==> config.mk <==
export PLATFORM = sky130hd
export DESIGN_NAME = pipe_latch
export DESIGN_NICKNAME = d
export VERILOG_FILES = /design/src/rtl/pipe_latch_pkg.sv /design/src/rtl/pipe_latch_slot.sv /design/src/rtl/pipe_latch.sv
export SDC_FILE = /design/constraint.sdc
export NUM_CORES = 1
export LEC_CHECK = 0
export BUFFER_PORTS_ARGS = -buffer_cell sky130_fd_sc_hd__buf_2
export CAP_MARGIN = 20
export CORE_ASPECT_RATIO = 0.5
export CORE_MARGIN = 10
export CORE_UTILIZATION = 57
export DETAILED_ROUTE_END_ITERATION = 8
export GPL_TIMING_DRIVEN = 0
export MAX_ROUTING_LAYER = met4
export PLACE_DENSITY = 0.95
export SETUP_SLACK_MARGIN = 0.4
export SLEW_MARGIN = 20
export SYNTH_ARGS = -nofsm -noshare
export SYNTH_HDL_FRONTEND = slang
export SYNTH_SLANG_ARGS = --single-unit
==> constraint.sdc <==
create_clock -name clk -period 4.4 [get_ports clk]
set_input_delay 0.44 -clock clk [delete_from_list [all_inputs] [get_ports clk]]
set_output_delay 0.44 -clock clk [all_outputs]
set_load 0.01 [all_outputs]
==> src/rtl/pipe_latch_pkg.sv <==
// pipe_latch_pkg: shared state encoding, control-bit indices and default parameters
package pipe_latch_pkg;
  typedef enum logic [1:0] {EMPTY = 2'd0, ONE = 2'd1, TWO = 2'd2} state_t;
  localparam int CTRL_MEM_WRITE = 0;
  localparam int CTRL_MEM_READ  = 1;
  localparam int CTRL_BRANCH    = 2;
  localparam int DEF_DATA_W = 32;
  localparam int DEF_CTRL_W = 3;
  localparam int DEF_SKID   = 1;
  localparam int DEF_CNT_W  = 16;
endpackage

==> src/rtl/pipe_latch_slot.sv <==
// pipe_latch_slot: load-enabled {ctrl,data} register with synchronous reset
module pipe_latch_slot
  import pipe_latch_pkg::*;
#(
  parameter int CTRL_W = DEF_CTRL_W,
  parameter int DATA_W = DEF_DATA_W
) (
  input  logic              clk,
  input  logic              reset,
  input  logic              load,
  input  logic [CTRL_W-1:0] ctrl_d,
  input  logic [DATA_W-1:0] data_d,
  output logic [CTRL_W-1:0] ctrl_q,
  output logic [DATA_W-1:0] data_q
);
  always_ff @(posedge clk) begin
    if (reset) begin
      ctrl_q <= '0;
      data_q <= '0;
    end else if (load) begin
      ctrl_q <= ctrl_d;
      data_q <= data_d;
    end
  end
endmodule

==> src/rtl/pipe_latch.sv <==
// pipe_latch: pipeline stage latch with optional skid slot, flush and saturating stall counter
module pipe_latch
  import pipe_latch_pkg::*;
#(
  parameter int DATA_W = DEF_DATA_W,
  parameter int CTRL_W = DEF_CTRL_W,
  parameter int SKID   = DEF_SKID,
  parameter int CNT_W  = DEF_CNT_W
) (
  input  logic              clk,
  input  logic              reset,
  input  logic              in_valid,
  output logic              in_ready,
  input  logic [CTRL_W-1:0] in_ctrl,
  input  logic [DATA_W-1:0] in_data,
  input  logic              flush,
  output logic              out_valid,
  input  logic              out_ready,
  output logic [CTRL_W-1:0] out_ctrl,
  output logic [DATA_W-1:0] out_data,
  input  logic              cnt_clr,
  output logic [CNT_W-1:0]  stall_cnt
);
  state_t st, st_nx;
  logic in_x, out_x, main_ld, skid_ld;
  logic [CTRL_W-1:0] main_c, skid_c, main_cd;
  logic [DATA_W-1:0] skid_d, main_dd;

  assign in_x      = in_valid && in_ready;
  assign out_x     = out_valid && out_ready;
  assign out_valid = st != EMPTY;
  assign out_ctrl  = out_valid ? main_c : '0;

  always_comb begin
    st_nx = st;
    if (flush) st_nx = EMPTY;
    else if (st == EMPTY) st_nx = in_x ? ONE : EMPTY;
    else if (st == ONE) st_nx = (in_x && !out_x && SKID != 0) ? TWO : (out_x && !in_x) ? EMPTY : ONE;
    else st_nx = out_x ? ONE : TWO;
  end

  assign main_ld = (st == EMPTY && in_x) || (st == ONE && in_x && out_x) || (st == TWO && out_x);
  assign skid_ld = st == ONE && in_x && !out_x;
  assign main_cd = st == TWO ? skid_c : in_ctrl;
  assign main_dd = st == TWO ? skid_d : in_data;

  always_ff @(posedge clk) begin
    st <= reset ? EMPTY : st_nx;
    if (reset || cnt_clr) stall_cnt <= '0;
    else if (out_valid && !out_ready && !(&stall_cnt)) stall_cnt <= stall_cnt + CNT_W'(1);
  end

  pipe_latch_slot #(.CTRL_W(CTRL_W), .DATA_W(DATA_W)) u_main (
    .clk(clk), .reset(reset), .load(main_ld),
    .ctrl_d(main_cd), .data_d(main_dd), .ctrl_q(main_c), .data_q(out_data)
  );

  if (SKID != 0) begin : g_skid
    logic rdy_q;
    // ready is precomputed from the next state; reset is masked so it reads 0 while held in reset
    always_ff @(posedge clk) rdy_q <= reset ? 1'b1 : st_nx != TWO;
    assign in_ready = !reset && rdy_q;
    pipe_latch_slot #(.CTRL_W(CTRL_W), .DATA_W(DATA_W)) u_skid (
      .clk(clk), .reset(reset), .load(skid_ld),
      .ctrl_d(in_ctrl), .data_d(in_data), .ctrl_q(skid_c), .data_q(skid_d)
    );
  end else begin : g_latch
    assign in_ready = !reset && (!out_valid || out_ready);
    assign skid_c   = '0;
    assign skid_d   = '0;
  end
endmodule

Yosys cells after proc, flatten, opt, wreduce, memory -nomap -nowiden
Cells that the tools add are included.

storage, ports and cells
  output and inout port bits = 53
  logic and storage cells = 44
  bits in registers = 89
  input port bits = 41

operators by class
  $add $sub $neg = 1
  multiplexer cells = 10
  reductions and logical operators = 23
  equal/unequal tests = 3

operator list
  kind                     count
  $mux W32                 1
  $add A16 B1 Y16 const B  1
  $reduce_and A16 Y1       1
  $logic_and A1 B1 Y1      12
  $mux W2                  5
  $mux W3                  2
  $logic_not A1 Y1         5
  $logic_or A1 B1 Y1       3
  $eq A2 B1 Y1 const B     1
  $eq A2 B2 Y1 const B     1
  $logic_not A2 Y1         1
  $mux W1                  2
  $ne A2 B2 Y1 const B     1
  $reduce_bool A2 Y1       1

Depth between registers and ports, before layout
Gate-level depths: netlist (run 1).

  depth in word-level cells = 11
  gate-level depth with buffers = 9
  mapped depth without buffers = 8

Hierarchy
From an unflattened synthesis (run 1), not the netlist that was laid out.

second synthesis, totals
  cells, all modules = 399
  area total of the unflattened synthesis = 4,092.7 um^2

modules (own cells, without submodules)
  module           sequential area each (um^2)  cells each  area an instance (um^2)  times used
  pipe_latch_slot  700.7                        113         1,272.5                  2
  pipe_latch       380.4                        173         1,547.7                  1

Least setup slack after synthesis (run 1)
No wires, ideal clock.

  path kind = input -> register
  start point = in reset
  end point = reg g_skid.u_skid.ctrl_q[0]
  data arrival time = 1,639 ps
  cell stages on the path = 6
  data required time = 4,268 ps
  setup time = 132 ps
  path buffers = 2
  setup slack = 2,629 ps
  cell sequence = nand3b_1 > or4b_1 > clkbuf_1 > clkbuf_1 > nand2_1 > a21oi_1

on the way
  longest elaborated chain between the ends = 5

RTL lines
  element                            RTL line               source
  start: declaration                 pipe_latch.sv:11       input logic reset,
  $logic_not A1 Y1                   pipe_latch.sv:62       assign in_ready = !reset && rdy_q;
  $logic_and A1 B1 Y1                pipe_latch.sv:62
  $logic_and A1 B1 Y1                pipe_latch.sv:29       assign in_x = in_valid && in_ready;
  $logic_and A1 B1 Y1 (2 in series)  pipe_latch.sv:43       assign skid_ld = st == ONE && in_x && !out_x;
  end signal: assignment             pipe_latch_slot.sv:21  ctrl_q <= ctrl_d;
  end: declaration                   pipe_latch_slot.sv:13  output logic [CTRL_W-1:0] ctrl_q,

Several ways; a longest one is shown, not always the timed one.
A chain may end at the register's enable or synchronous reset.

Worst setup path after layout (run 1)
  start point = reg st[1]
  end point = reg stall_cnt[8]

on the way
  longest elaborated chain between the ends = 3

RTL lines
  element                            RTL line          source
  start: declaration                 pipe_latch.sv:24  state_t st, st_nx;
  start signal: assignment           pipe_latch.sv:48  st <= reset ? EMPTY : st_nx;
  $reduce_bool A2 Y1                 pipe_latch.sv:31  assign out_valid = st != EMPTY;
  $logic_and A1 B1 Y1 (2 in series)  pipe_latch.sv:50  else if (out_valid && !out_ready && !(&stall_cnt)) stall_cnt <= stall_cnt + CNT_W'(1);
  end signal: assignment             pipe_latch.sv:50
  end: declaration                   pipe_latch.sv:22  output logic [CNT_W-1:0] stall_cnt

Every way passes these cells.

==> key figures, run 1 <==
Status
  • Status: finished, final reports clean

Final layout
  • ANT cells: 0
  • Layout cells sized above 1: 0.233
  • Utilization after layout: 0.750
  • Layout area overhead: 23.4%
  • Post-route cell area: 4690 um^2
  • Nets: 587
  • Fillers: 461
  • Commonest non-fill, non-tap cell in the layout: buf_2
  • Most frequent cells in the layout: 108 x buf_2, 89 x dfxtp_1, 79 x nand2_1

STA
  • Highest clock rate: 0.478 GHz
  • Post-route clock period utilization: 0.476
  • Max Slew Vio Count: 0
  • RSZ-0062 raised after global routing: no
  • Max Clock Skew: 0.00780 ns
  • Fin Setup TNS: 0 ns
  • Final Hold Violating Endpoints: 0
  • Relative slew slack: 0.520
  • # setup viols final: 0
  • Crit path time final: 2.09 ns
  • Tightest Pin Transition: 0.718 ns

Floorplanning
  • Io pins: 94
  • Starting Density: 0.608
  • Die Height: 77.7 um
  • Die Span X: 135 um
  • Die Area: 10,500 um^2
  • Row count: 20
  • Core area: 6260 um^2

Yosys
  • Mapped Nets: 483
  • Main synth FF type: dfxtp_1
  • Post-synth top area share: 0.469
  • EDFF count, synth: 0
  • Ranking of synthesized cells by area: dfxtp_1 47%, mux2i_1 9.5%, nand2_1 7.8%
  • Yosys cell types: 41
  • Syn Area/Cell: 8.64 um^2
  • Synth warnings: 0
  • Post-Synthesis Cells: 440
  • Cell taking the most area after synthesis: dfxtp_1
  • FFs w/ async S/R, synth: 0
  • Post-synthesis sequential area ratio: 0.469
  • Synth Register Bits: 89
  • Mapped cell area: 3800 um^2

Clock tree
  • Latest clock arrival within the worst-skew pair: 0.34 ns
  • CTS Buffer Depth: 2
  • Cts-stage hold buffer count: 0
  • TritonCTS clock tree: built
  • CTS sink count: 89
  • Clock slew at reported path FFs: 0.06 ns
  • Inserted Clock Buffers: 9
  • Post-CTS Setup Bufs: 0
  • Root Buffer: clkbuf_16
  • H-tree Lvls: 3
  • Post-CTS Resized: 0

Drt
  • WL per Instance: 15.9 um
  • Via count: 3,654
  • Drt drc: 0
  • Antenna Violating Nets Remaining: 0
  • DR pass1 iterations: 5
  • Starting DRT DRC Count: 269
  • WL final: 10.1 mm
  • DR vias/cell: 5.74

Placed design
  • Gpl congestion: 0.822
  • Placed cell area: 4380 um^2
  • Post-DP HPWL: 7.32 mm
  • IO buf count: 93

Power
  • Worst VDD drop: 0.000252 V
  • Lkg Pwr: 2.07 nW
  • Pwr Density: 382 nW/um^2

Worst setup path
  • Crit path cell chain: buf_2 > o21ba_2 > clkbuf_1 > nand2_1 > o311ai_0 > o41ai_1
  • CP Launch Type: flip-flop
  • Crit path max fanout: 10
  • CP max stage delay: 0.50 ns
  • Slowest cell on crit path: o311ai_0
  • Critical Path RT: 4.58 ns
  • Data arrival, critical path: 2.27 ns
  • Crit. End Element: flip-flop
  • Worst Setup Path Type: flip-flop to flip-flop

Global routing
  • Largest net degree at the start of global routing: 15
  • Global Route Usage Sum: 0.190
  • Initial antenna violation count: 0
  • First-pass GRT wire length: 15.9 mm
  • Grt ovf: 0
  • Vias in the first global route: 3,360

Worst hold path
  • HP Class: input pin to flip-flop

Job
  • Max Cap Viol: 0
-- cells in the mapped netlist, types with 4 or more instances --
cell / count
dfxtp_1: 89
nand2_1: 79
a21oi_1: 46
nor2_1: 40
a211oi_1: 37
mux2i_1: 36
clkbuf_1: 18
buf_2: 15
o21ai_0: 10
nand3_1: 6
nand4_1: 6
inv_1: 5
nor2b_1: 5
or3_1: 5
or4_1: 5
o31ai_1: 4
-- final timing paths --
kind / slack (ns) / startpoint / endpoint / depth (start not counted)
max: 2.31 / st[1] / stall_cnt[8] / 6
min: 0.29 / flush / st[0] / 2
max reg2reg: 2.31 / st[1] / stall_cnt[8] / 6
min reg2reg: 0.45 / g_skid.u_skid.data_q[19] / g_skid.u_skid.data_q[19] / 2
-- layout make-up --
class                      instances  area [um^2]  share of cell area
tap                               88          110              0.0235
timing repair buffer              93          465              0.0992
multi-input combinational        313         1860               0.396
clock inverter                     4         77.6              0.0165
sequential                        89         1780               0.380
buffer                            33          143              0.0304
clock buffer                      12          236              0.0504
inverter                           5         18.8             0.00400
-- kinds of logic after synthesis --
| kind of cell | count (synthesis) | synth area share |
|---|---|---|
| and+or+nand+nor | 167 | 0.206 |
| AOI/OAI and AO/OA | 108 | 0.181 |
| DFF | 89 | 0.469 |
| buffers and inverters | 38 | 0.0425 |
| adders and majority gates | 2 | 0.00658 |
| muxes | 36 | 0.0948 |
-- power breakdown --
| group | total (mW) | leakage [nW] | switching, mW | internal, mW |
|---|---|---|---|---|
| Sequential | 0.843 | 0.724 | 0.0123 | 0.830 |
| Combinational | 0.145 | 1.19 | 0.0868 | 0.0582 |
| Clock | 0.804 | 0.151 | 0.304 | 0.500 |
| Total | 1.79 | 2.07 | 0.403 | 1.39 |
-- per-stage QoR --
step / total power, mW / std cells / hold WS [ns] / setup WS [ns]
after floorplan: 0.936 / 440 / 0.436 / 2.63
after global placement: 0.998 / 621 / 0.441 / 2.29
after detailed placement: 1.00 / 621 / 0.446 / 2.23
after CTS: 1.80 / 637 / 0.284 / 2.40
after global routing: 1.86 / 637 / 0.287 / 2.20
final: 1.79 / 637 / 0.294 / 2.31
-- registers in the layout, indices dropped and copies added, names as in the netlist --
| name | cells |
|---|---|
| g_skid.rdy_q | 1 |
| g_skid.u_skid.ctrl_q | 3 |
| u_main.data_q | 32 |
| u_main.ctrl_q | 3 |
| g_skid.u_skid.data_q | 32 |
| stall_cnt | 16 |
| st | 2 |
-- critical path: cells and delay by family, from the launching register on --
kind | cells | cell delay (ns)
and+or+nand+nor | 1 | 0.17
buffers and inverters | 2 | 0.55
DFF | 1 | 0.30
AOI/OAI and AO/OA | 3 | 0.93
-- routing by layer --
layer / up-vias / track usage / routed length [um] / share of wire
met1: 1699 / 0.217 / 4200 / 0.42
met3: 30 / 0.0482 / 662 / 0.066
li1: 1777 / - / - / -
met2: 148 / 0.314 / 5010 / 0.50
met4: 0 / 0.0737 / 229 / 0.023
met5: - / - / 0 / 0
(Power assumes the default switching activity.)
==> inputs of run 2 (changes only) <==
--- a/config.mk
+++ b/config.mk
@@ -9,11 +9,11 @@
 export CAP_MARGIN = 20
 export CORE_ASPECT_RATIO = 0.5
 export CORE_MARGIN = 10
-export CORE_UTILIZATION = 57
+export CORE_UTILIZATION = 48
 export DETAILED_ROUTE_END_ITERATION = 8
 export GPL_TIMING_DRIVEN = 0
 export MAX_ROUTING_LAYER = met4
-export PLACE_DENSITY = 0.95
+export PLACE_DENSITY = 0.88
 export SETUP_SLACK_MARGIN = 0.4
 export SLEW_MARGIN = 20
 export SYNTH_ARGS = -nofsm -noshare
==> constraint.sdc (replaced) <==
create_clock -name clk -period 1.7 [get_ports clk]
set_input_delay 0.17 -clock clk [delete_from_list [all_inputs] [get_ports clk]]
set_output_delay 0.17 -clock clk [all_outputs]
set_load 0.01 [all_outputs]
==> run 2 against run 1 <==
- the run now ends with negative setup slack left
- non-clock buffer count up 50
- global-route usage down 0.19 points
- register-to-register slack worse by 2.4 ns
- worst hold slack worse by 0.28 ns
- power rose to 2.7 times the previous value
- cell count up 11%
- sequential share of layout area down 7.7 points
- cell area up 29%
- setup slack worse by 2.4 ns
- die area up 15%
- wire length up 51%
- flip-flop and latch count unchanged
==> key figures, run 2 (synthesized netlist as in run 1, its figures left out) <==
Worst setup path
  • Crit path max fanout: 10 (unchanged)
  • Crit. Startpoint: g_skid.rdy_q
  • Crit. End Element: flip-flop
  • Worst Setup Path Type: flip-flop to flip-flop
  • Data arrival, critical path: 2.02 ns (-0.25 ns)
  • R2r setup slk: -0.06 ns (-2.37 ns)
  • CP Launch Type: flip-flop
  • RR Startpoint: g_skid.rdy_q
  • Critical Path RT: 1.96 ns (-2.62 ns)

Drt
  • DR pass1 iterations: 5 (unchanged)
  • WL final: 15.2 mm (+51%)
  • DR vias/cell: 6.02 (+4.9%)
  • Via count: 4,262 (+17%)
  • WL per Instance: 21.5 um (+36%)
  • Starting DRT DRC Count: 464 (+72%)
  • Antenna Violating Nets Remaining: 0 (unchanged)
  • Drt drc: 0 (unchanged)

Placed design
  • Gpl congestion: 0.859 (+4.5%)
  • Post-DP HPWL: 7.36 mm (+0.55%)
  • IO buf count: 93 (unchanged)
  • DP Worst Slack: -0.233 ns (-2.47 ns)

STA
  • # setup viols final: 10 (+10)
  • Max Slew Vio Count: 0 (unchanged)
  • Relative slew slack: 0.476 (-0.0437)
  • PnR worst setup slack: -0.0628 ns (-2.37 ns)
  • Hold Slack: 0.0127 ns (-0.281 ns)
  • Tightest Pin Transition: 0.785 ns (+0.0675 ns)
  • Post-route clock period utilization: 1.04 (+0.561)
  • Final Hold Violating Endpoints: 0 (unchanged)
  • Highest clock rate: 0.567 GHz (+19%)
  • Crit path time final: 1.76 ns (-0.331 ns)
  • Max Clock Skew: 0.00893 ns (+0.00113 ns)
  • Fin Setup TNS: -0.259 ns (-0.259 ns)
  • RSZ-0062 raised after global routing: yes

Clock tree
  • CTS sink count: 89 (unchanged)
  • Root Buffer: clkbuf_16
  • CTS Buffer Depth: 2 (unchanged)
  • Inserted Clock Buffers: 9 (unchanged)
  • TritonCTS clock tree: built
  • Clock slew at reported path FFs: 0.07 ns (about the same)
  • H-tree Lvls: 3 (unchanged)
  • Latest clock arrival within the worst-skew pair: 0.35 ns (about the same)
  • Cts-stage hold buffer count: 0 (unchanged)

Power
  • Worst VDD drop: 0.000685 V (+170%)
  • Lkg Pwr: 2.60 nW (+26%)
  • Pwr Density: 804 nW/um^2 (+110%)

Final layout
  • Layout area overhead: 59.6%
  • Nets: 637 (+8.5%)
  • Layout cells sized above 1: 0.499 (+0.266)
  • Fillers: 375 (-19%)
  • Commonest non-fill, non-tap cell in the layout: buf_2
  • Largest regs: g_skid.u_skid.data_q: 32 flops, u_main.data_q: 32 flops, stall_cnt: 16 flops
  • Most frequent cells in the layout: 92 x buf_2, 71 x dfxtp_1, 66 x nand2_1
  • Utilization after layout: 0.807 (+0.0574)

Status
  • Status: finished, violations left
  • Failing checks: negative setup slack

Floorplanning
  • Core area: 7510 um^2 (+20%)
  • Starting Density: 0.506 (-0.102)
  • Row count: 22 (+10%)
  • Die Height: 82.9 um (+6.7%)
  • Die Span X: 146 um (+7.7%)
  • Io pins: 94 (unchanged)
  • Die Area: 12,100 um^2 (+15%)

Global routing
  • Largest net degree at the start of global routing: 16 (+1)
  • First-pass GRT wire length: 18.7 mm (+17%)
  • GR Util met1: 0.210 (-0.00631)
  • Global Route Usage Sum: 0.188 (-0.00188)
  • GRT Max-Usage Layer: met2
  • Vias in the first global route: 3,809 (+13%)
  • Initial antenna violation count: 1 (+1)
  • Met3 GRT Util: 0.0498 (+0.00158)
  • Grt ovf: 0 (unchanged)
  • Met2 GRT Util: 0.321 (+0.00767)

Job
  • Max Cap Viol: 0 (unchanged)

Worst hold path
  • HP Class: input pin to flip-flop
  • Worst hold start: flush
## run 2: cell types whose count changed in the layout (fill, tap and decap cells not counted), sizes merged
cell / change
buf: +53
clkbuf: -4
inv: +2
bufinv: -1
diode: +1
## run 2: cell type report
class                   count  area [um^2]  area share
inverters                   5         21.3     0.00351
clock inverters             5         61.3      0.0101
plain buffers              33          365      0.0602
well taps                 108          135      0.0223
repair buffers            143         1020       0.169
flip-flops and latches     89         1840       0.303
diodes                      1         2.50    0.000413
clock buffers              11          253      0.0417
multi-input cells         313         2360       0.390
## run 2: power breakdown
group	switching, mW	internal (mW)
clock network	0.883	1.23
logic	0.322	0.273
registers	0.0438	2.13
## run 2: per-layer routing
layer	part of all wire	up-vias	wire [um]
met5	0	-	0
met4	0.039	0	595
met3	0.055	59	832
met2	0.51	228	7750
met1	0.40	2100	6070
li1	-	1875	-
## run 2: worst paths after layout
path                              end  cells after the start
max           g_skid.u_skid.data_q[7]                      7
min                             st[0]                      2
max reg2reg   g_skid.u_skid.data_q[7]                      7
min reg2reg  g_skid.u_skid.data_q[18]                      2
## run 2: timing repair
action	in CTS	in global routing
endpoints found under the setup margin	88	93
gates cloned	4	2
pin swaps	26	34
resized for setup	42	110
buffers inserted	31	13
## run 2: critical path: stages, from the launching register on
cell      delay (ns)
dfxtp_2         0.35
nand3b_1        0.21
buf_4           0.22
nor4b_4         0.26
buf_6           0.20
buf_8           0.14
nand2_1         0.09
a21oi_1         0.20
## run 2: stage by stage
step	instance area, um^2	power (mW)	instances
after floorplan	4050	2.43	440
after global placement	4650	2.59	641
after detailed placement	4650	2.61	641
after CTS	5480	4.72	692
after global routing	6070	5.00	708
final	6070	4.88	708
